===== config.mk =====
export PLATFORM = sky130hd
export DESIGN_NAME = mem_burst_adapter
export DESIGN_NICKNAME = d
export VERILOG_FILES = /design/src/rtl/mem_burst_adapter.sv
export SDC_FILE = /design/constraint.sdc
export NUM_CORES = 2
export LEC_CHECK = 0
export CAP_MARGIN = 5
export CORE_AREA = 5 5 453 455
export CTS_CLUSTER_DIAMETER = 30
export DETAILED_ROUTE_END_ITERATION = 12
export DIE_AREA = 0 0 458 460
export PLACE_DENSITY_LB_ADDON = 0.05
export SKIP_CTS_REPAIR_TIMING = 1
export SLEW_MARGIN = 10
export SYNTH_ARGS = -nofsm -noshare
export SYNTH_HDL_FRONTEND = slang
export SYNTH_SLANG_ARGS = --single-unit

===== constraint.sdc =====
create_clock -name clk -period 38.3 [get_ports clk]
set_input_delay 3.83 -clock clk [delete_from_list [all_inputs] [get_ports clk]]
set_output_delay 3.83 -clock clk [all_outputs]
set_load 0.05 [all_outputs]

===== src/rtl/mem_burst_adapter.sv =====
// Whole-line fill/write-back requests become one command plus a BEATS-beat burst; one mem_done per transaction.
// Define MEM_BURST_TIMEOUT_EN to abort a stalled burst after TIMEOUT idle cycles and flag it with mem_err.
module mem_burst_adapter #(
  parameter int LINE_W  = 512,
  parameter int BEAT_W  = 32,
  parameter int TIMEOUT = 255
) (
  input  logic              clk,
  input  logic              reset,
  input  logic              mem_read,
  input  logic              mem_write,
  input  logic [31:0]       mem_addr,
  input  logic [LINE_W-1:0] mem_write_data,
  output logic [LINE_W-1:0] mem_read_data,
  output logic              mem_done,
  output logic              mem_err,
  output logic              bus_cmd_valid,
  input  logic              bus_cmd_ready,
  output logic              bus_cmd_we,
  output logic [31:0]       bus_cmd_addr,
  output logic [BEAT_W-1:0] bus_wdata,
  output logic              bus_wvalid,
  input  logic              bus_wready,
  input  logic [BEAT_W-1:0] bus_rdata,
  input  logic              bus_rvalid
);

  localparam int BEATS = LINE_W / BEAT_W;
  localparam int CNT_W = (BEATS > 1) ? $clog2(BEATS) : 1;
  localparam int OFS_W = $clog2(LINE_W / 8);
  localparam logic [CNT_W-1:0] LAST = CNT_W'(BEATS - 1);

  typedef enum logic [2:0] {IDLE, CMD, WDATA, RDATA, DONE} state_t;

  state_t            state, state_nx;
  logic [CNT_W-1:0]  cnt;
  logic [LINE_W-1:0] line_q;
  logic [31:0]       addr_q;
  logic              we_q;
  logic              timeout_hit;
  logic              unused_addr_ofs;

  assign unused_addr_ofs = ^mem_addr[OFS_W-1:0];
  assign bus_cmd_addr    = addr_q;
  assign bus_cmd_we      = we_q;

`ifdef MEM_BURST_TIMEOUT_EN
  logic [7:0] idle_cnt;
  logic       err_q;
  logic       active;
  logic       beat_hs;

  assign active  = (state == CMD) || (state == WDATA) || (state == RDATA);
  assign beat_hs = ((state == CMD)   && bus_cmd_ready) ||
                   ((state == WDATA) && bus_wready)    ||
                   ((state == RDATA) && bus_rvalid);
  // Decided one cycle early so that DONE itself is the TIMEOUT-th idle cycle.
  assign timeout_hit = active && !beat_hs && (idle_cnt == 8'(TIMEOUT - 2));
  assign mem_err     = err_q;

  always_ff @(posedge clk or posedge reset) begin
    if (reset) begin
      idle_cnt <= '0;
      err_q    <= 1'b0;
    end else begin
      if (beat_hs || !active) idle_cnt <= '0;
      else                    idle_cnt <= idle_cnt + 8'd1;
      if (timeout_hit)                           err_q <= 1'b1;
      else if (state == DONE || state == IDLE)   err_q <= 1'b0;
    end
  end
`else
  localparam int unused_timeout = TIMEOUT;
  assign timeout_hit = 1'b0;
  assign mem_err     = 1'b0;
`endif

  always_ff @(posedge clk or posedge reset) begin
    if (reset) state <= IDLE;
    else       state <= state_nx;
  end

  always_comb begin
    state_nx = state;
    case (state)
      IDLE:    if (mem_write || mem_read) state_nx = CMD;
      CMD:     if (bus_cmd_ready) state_nx = we_q ? WDATA : RDATA;
      WDATA:   if (bus_wready && cnt == LAST) state_nx = DONE;
      RDATA:   if (bus_rvalid && cnt == LAST) state_nx = DONE;
      DONE:    state_nx = IDLE;
      default: state_nx = IDLE;
    endcase
    if (timeout_hit) state_nx = DONE;
  end

  always_comb begin
    bus_cmd_valid = 1'b0;
    bus_wvalid    = 1'b0;
    bus_wdata     = '0;
    mem_done      = 1'b0;
    case (state)
      CMD:   bus_cmd_valid = 1'b1;
      WDATA: begin
        bus_wvalid = 1'b1;
        bus_wdata  = line_q[BEAT_W*cnt +: BEAT_W];
      end
      DONE:    mem_done = 1'b1;
      default: ;
    endcase
  end

  // Write-back wins when both requests are up; the held read is taken on the next IDLE.
  always_ff @(posedge clk or posedge reset) begin
    if (reset) begin
      addr_q        <= '0;
      we_q          <= 1'b0;
      line_q        <= '0;
      cnt           <= '0;
      mem_read_data <= '0;
    end else begin
      case (state)
        IDLE: begin
          if (mem_write) begin
            addr_q <= {mem_addr[31:OFS_W], OFS_W'(0)};
            line_q <= mem_write_data;
            we_q   <= 1'b1;
          end else if (mem_read) begin
            addr_q <= {mem_addr[31:OFS_W], OFS_W'(0)};
            we_q   <= 1'b0;
          end
        end
        CMD: cnt <= '0;
        WDATA: if (bus_wready) cnt <= cnt + 1'b1;
        RDATA: begin
          if (bus_rvalid) begin
            mem_read_data[BEAT_W*cnt +: BEAT_W] <= bus_rdata;
            cnt <= cnt + 1'b1;
          end
        end
        default: ;
      endcase
    end
  end

endmodule

# Word-level counts from Yosys, hierarchy flattened
# Index checks and enable logic that the tools add are counted.
[classes]
n_mux = 18
shift = 3
n_eq_ne = 11
reduce_logical = 11
addsub = 2
[op_table]
columns = ["cell", "n"]
rows = [
  ["$bwmux W512", 1],
  ["$shift A32 B34 Y512 const A", 1],
  ["$shiftx A32 B34 Y512", 1],
  ["$shiftx A512 B10 Y32", 1],
  ["$mux W32", 3],
  ["$neg A9 Y34", 1],
  ["$mux W3", 4],
  ["$ne A2 B2 Y1 const B", 6],
  ["$pmux W3 S4", 1],
  ["$pmux W4 S3", 1],
  ["$mux W4", 2],
  ["$eq A3 B2 Y1 const B", 2],
  ["$mux W1", 6],
  ["$reduce_and A2 Y1", 3],
  ["$add A4 B1 Y4 const B", 1],
  ["$eq A4 B4 Y1 const B", 1],
  ["$reduce_and A4 Y1", 1],
  ["$eq A3 B1 Y1 const B", 1],
  ["$eq A3 B3 Y1 const B", 1],
  ["$logic_not A3 Y1", 1],
  ["$reduce_and A3 Y1", 1],
  ["$reduce_bool A3 Y1", 1],
  ["$logic_and A1 B1 Y1", 2],
  ["$reduce_bool A2 Y1", 1],
  ["$logic_or A1 B1 Y1", 1],
]
[totals]
output_inout_bits = 581
ff_bits = 1064
inputBits = 583

# Logic depth before layout (Yosys ltp)
[logic_depth]
depth_word = 4
mapped_depth = 13
ltp_nobuf = 6

# Worst setup path after synthesis
# OpenSTA, ideal clock, no wires.
[synth_timing]
path_type = "reg-to-output"
start = "reg state[0]"
end = "out bus_wdata[10]"
slack_ns = 31.457
arrival_time_ns = 3.013
stages_incl_launch_ff = 8
path_cell_list = "dfrtp_1 -> buf_2 -> nor3b_1 -> and3_1 -> clkbuf_1 -> clkbuf_1 -> a22oi_1 -> nand2_1"
[synth_via]
elab_chain_len = 2
[synth_rtl]
columns = ["element", "line", "source"]
rows = [
  ["start: declaration", "35", "state_t state, state_nx;"],
  ["start signal: assignment", "80", "else state <= state_nx;"],
  ["$eq A3 B2 Y1", "101", "case (state)"],
  ["$mux W32", "101", ""],
  ["end: declaration", "21", "output logic [BEAT_W-1:0] bus_wdata,"],
]
# Every way passes these cells.

# Worst setup path after layout
[layout_timing]
start = "reg cnt[1]"
end = "out bus_wdata[30]"
[layout_via]
elab_chain_len = 2
[layout_rtl]
columns = ["element", "line", "source"]
rows = [
  ["start: declaration", "36", "logic [CNT_W-1:0] cnt;"],
  ["start signal: assignment", "133", "WDATA: if (bus_wready) cnt <= cnt + 1'b1;"],
  ["start signal: assignment", "137", "cnt <= cnt + 1'b1;"],
  ["$shiftx A512 B10 Y32", "105", "bus_wdata = line_q[BEAT_W*cnt +: BEAT_W];"],
  ["$mux W32", "101", ""],
]
# Every way passes these cells.

==> metrics.txt <==
yosys warns=0; Synth cell types=49; met3 Use GR=0.09889; wirelength, routed=219400 µm; most used routing layer=met2; Fmax=0.1161 GHz; GR Layer Usage met2=0.3378; synthesized area=45350 µm²; num ports=1164; P&R area growth vs syn=58.35%; Hold WC Path Type=reg2reg; starting density of the core=0.2258; # fillers=19920; cts bufs inserted=369; Final Core Density=0.3575; Critical Path Fanout Max=46; first-pass GRT wire length=304300 µm; die area=210700 µm²; final global-route overflow total=0; Pwr per Cell Area=102.0 nW/µm²; vias per cell=4.452; share of post-route cells with drive strength above 1=0.2843; Critical Path Sink Type=primary output; DP HPWL=150100 µm; clock skew=0.09642 ns; Tmin final=8.616 ns; post-synthesis register bit count=1058; Clock Pin Slew Worst Setup and Hold Paths=0.04 ns; Reg area=26480 µm²; die width=458 µm; VDD IR max=0.04395 mV; critical path class=reg2out; status=finished clean; vias in the first global route=37500; core region area=200900 µm²; area fraction in compound gates after synthesis=0.05507; # rows=165; Clock Latency Late Sink=0.95 ns; GP Congestion=0.7595; Slew HR=0.1812; Nets=5435; Seq/Total Area, Yosys=0.5838; M1 GR Usage=0.2318; Avg Synthesized Cell Area=12.82 µm²; Post-Synth Simple-Gate Area=0.06136; Mapped Cells=3538; largest family of logic cells by synthesized area=multiplexers; clock buffer depth=4; Max-Cap Viols=0; CTS tree=done; Routed Antenna Nets=0; Synth Area in XOR/XNOR=0.0001931; post-synthesis mux area share=0.2463; EDFF count, synth=0; RSZ-0062 raised after global routing=false; most common cell after layout, fill and taps aside=clkdlybuf4s50_1; Hold Vio Cnt, Final=0; number of port buffers=1150; pins over their slew limit=0; die height=460 µm; multi-input logic area=16670 µm²; Leak=31.38 nW; Post-Synth Adder-Cell Area=0.0008276; commonest non-fill, non-tap cells in the layout=clkdlybuf4s50_1, dfrtp_1, mux2_2; setup TNS=0 ns; Arr. time, crit path=4.79 ns; H-Tree Depth=5; Critical Path RT=34.47 ns; Setup crit start kind=register; ys async rst share=1.000; final setup violating endpoints=0; period utilization=0.2250; Main synth FF type=dfrtp_1; DR pass1 iterations=5; largest net degree at the start of global routing=166; DRC violation count after routing=0; DR vias=34910; root buffer cell=clkbuf_16; # clock sinks=1058; average wire per cell in the routed design=27.98 µm; initial antenna violation count=143; 1st-iter DRT viols=1940; Worst-Margin Slew=1.228 ns; Total GRT Usage=0.2030
## area by class of cell
class	instances	share of cell area
sequential	1058	0.3688
tap	2672	0.04655
inverter	280	0.01474
antenna	41	0.001429
clock inverter	94	0.01357
clock buffer	556	0.1522
multi-input combinational	1898	0.2321
timing repair buffer	1242	0.1707
## critical path: stages (launching register included)
cell and delay [ns]:
dfrtp_4 0.77, buf_4 0.70, buf_4 0.77, inv_1 0.22
o311ai_0 0.37, o22ai_1 0.14, clkdlybuf4s50_1 0.84
## report_power, final
part           total (W)  internal, W  switching, W
Combinational    0.00265     0.000999       0.00165
Sequential       0.00184      0.00157      0.000268
Clock            0.00283      0.00204      0.000799
## sequential cells by signal, indices dropped and copies added (netlist names)
signal         cells
state              3
bus_cmd_we         1
cnt                4
mem_read_data    512
line_q           512
bus_cmd_addr      26
## cell usage after synthesis (all sizes together), types with 2 or more instances
cell    count  area share
mux2i     100       0.022
mux4      126       0.063
o31ai      18      0.0030
and3        5     0.00069
clkbuf    178       0.015
dfrtp    1058        0.58
nor4        2     0.00055
a22oi      62       0.010
nand4     180       0.025
a22o        4     0.00077
nor2       12      0.0012
inv       280       0.023
a21oi       6     0.00074
ha          3     0.00083
nor4b       4      0.0010
and2       12      0.0017
mux2      651        0.16
nand2b      5     0.00069
nor3b       3     0.00050
o21ai     353       0.039
nand2     279       0.023
nor3       11      0.0017
nand3      41      0.0045
buf       130       0.015
o21bai      3     0.00050
## final timing paths
kind / cells after the start / slack (ns) / endpoint / startpoint
max: 6 / 29.68 / bus_wdata[30] / cnt[1]
min: 2 / 0.47 / mem_read_data[0] / mem_read_data[0]
max reg2reg: 11 / 32.30 / mem_read_data[293] / cnt[1]
min reg2reg: 2 / 0.47 / mem_read_data[0] / mem_read_data[0]
max in group asynchronous: 6 / 31.27 / line_q[319] / reset
min in group asynchronous: 2 / 3.49 / mem_read_data[217] / reset
## stage by stage
step,std cells,instance area (µm²),hold slack (ns),setup slack [ns],total power (W)
after detailed placement,7150,59810,0.4710,29.82,0.004557
after global routing,7808,71730,0.4847,29.38,0.007672
after floorplan,3544,45380,0.4750,4.690,0.003506
final,7841,71820,0.4730,29.68,0.007326
after CTS,7800,71710,0.4791,29.35,0.007450
after global placement,7150,59810,0.4655,29.74,0.004542
## routing by layer
layer	share of wire	vias to the layer above
met4	0.023	140
li1	-	15320
met5	0.0042	-
met1	0.39	17650
met3	0.10	484
met2	0.48	1320
## logic make-up after synthesis
group / after synthesis
AOI/OAI and AO/OA: 451
buffers and inverters: 588
other: 1
and+or+nand+nor: 559
muxes: 877
adders and majority gates: 3
xor gates and xnor gates: 1
DFF: 1058
No activity file was read; power rests on OpenSTA's default activity.
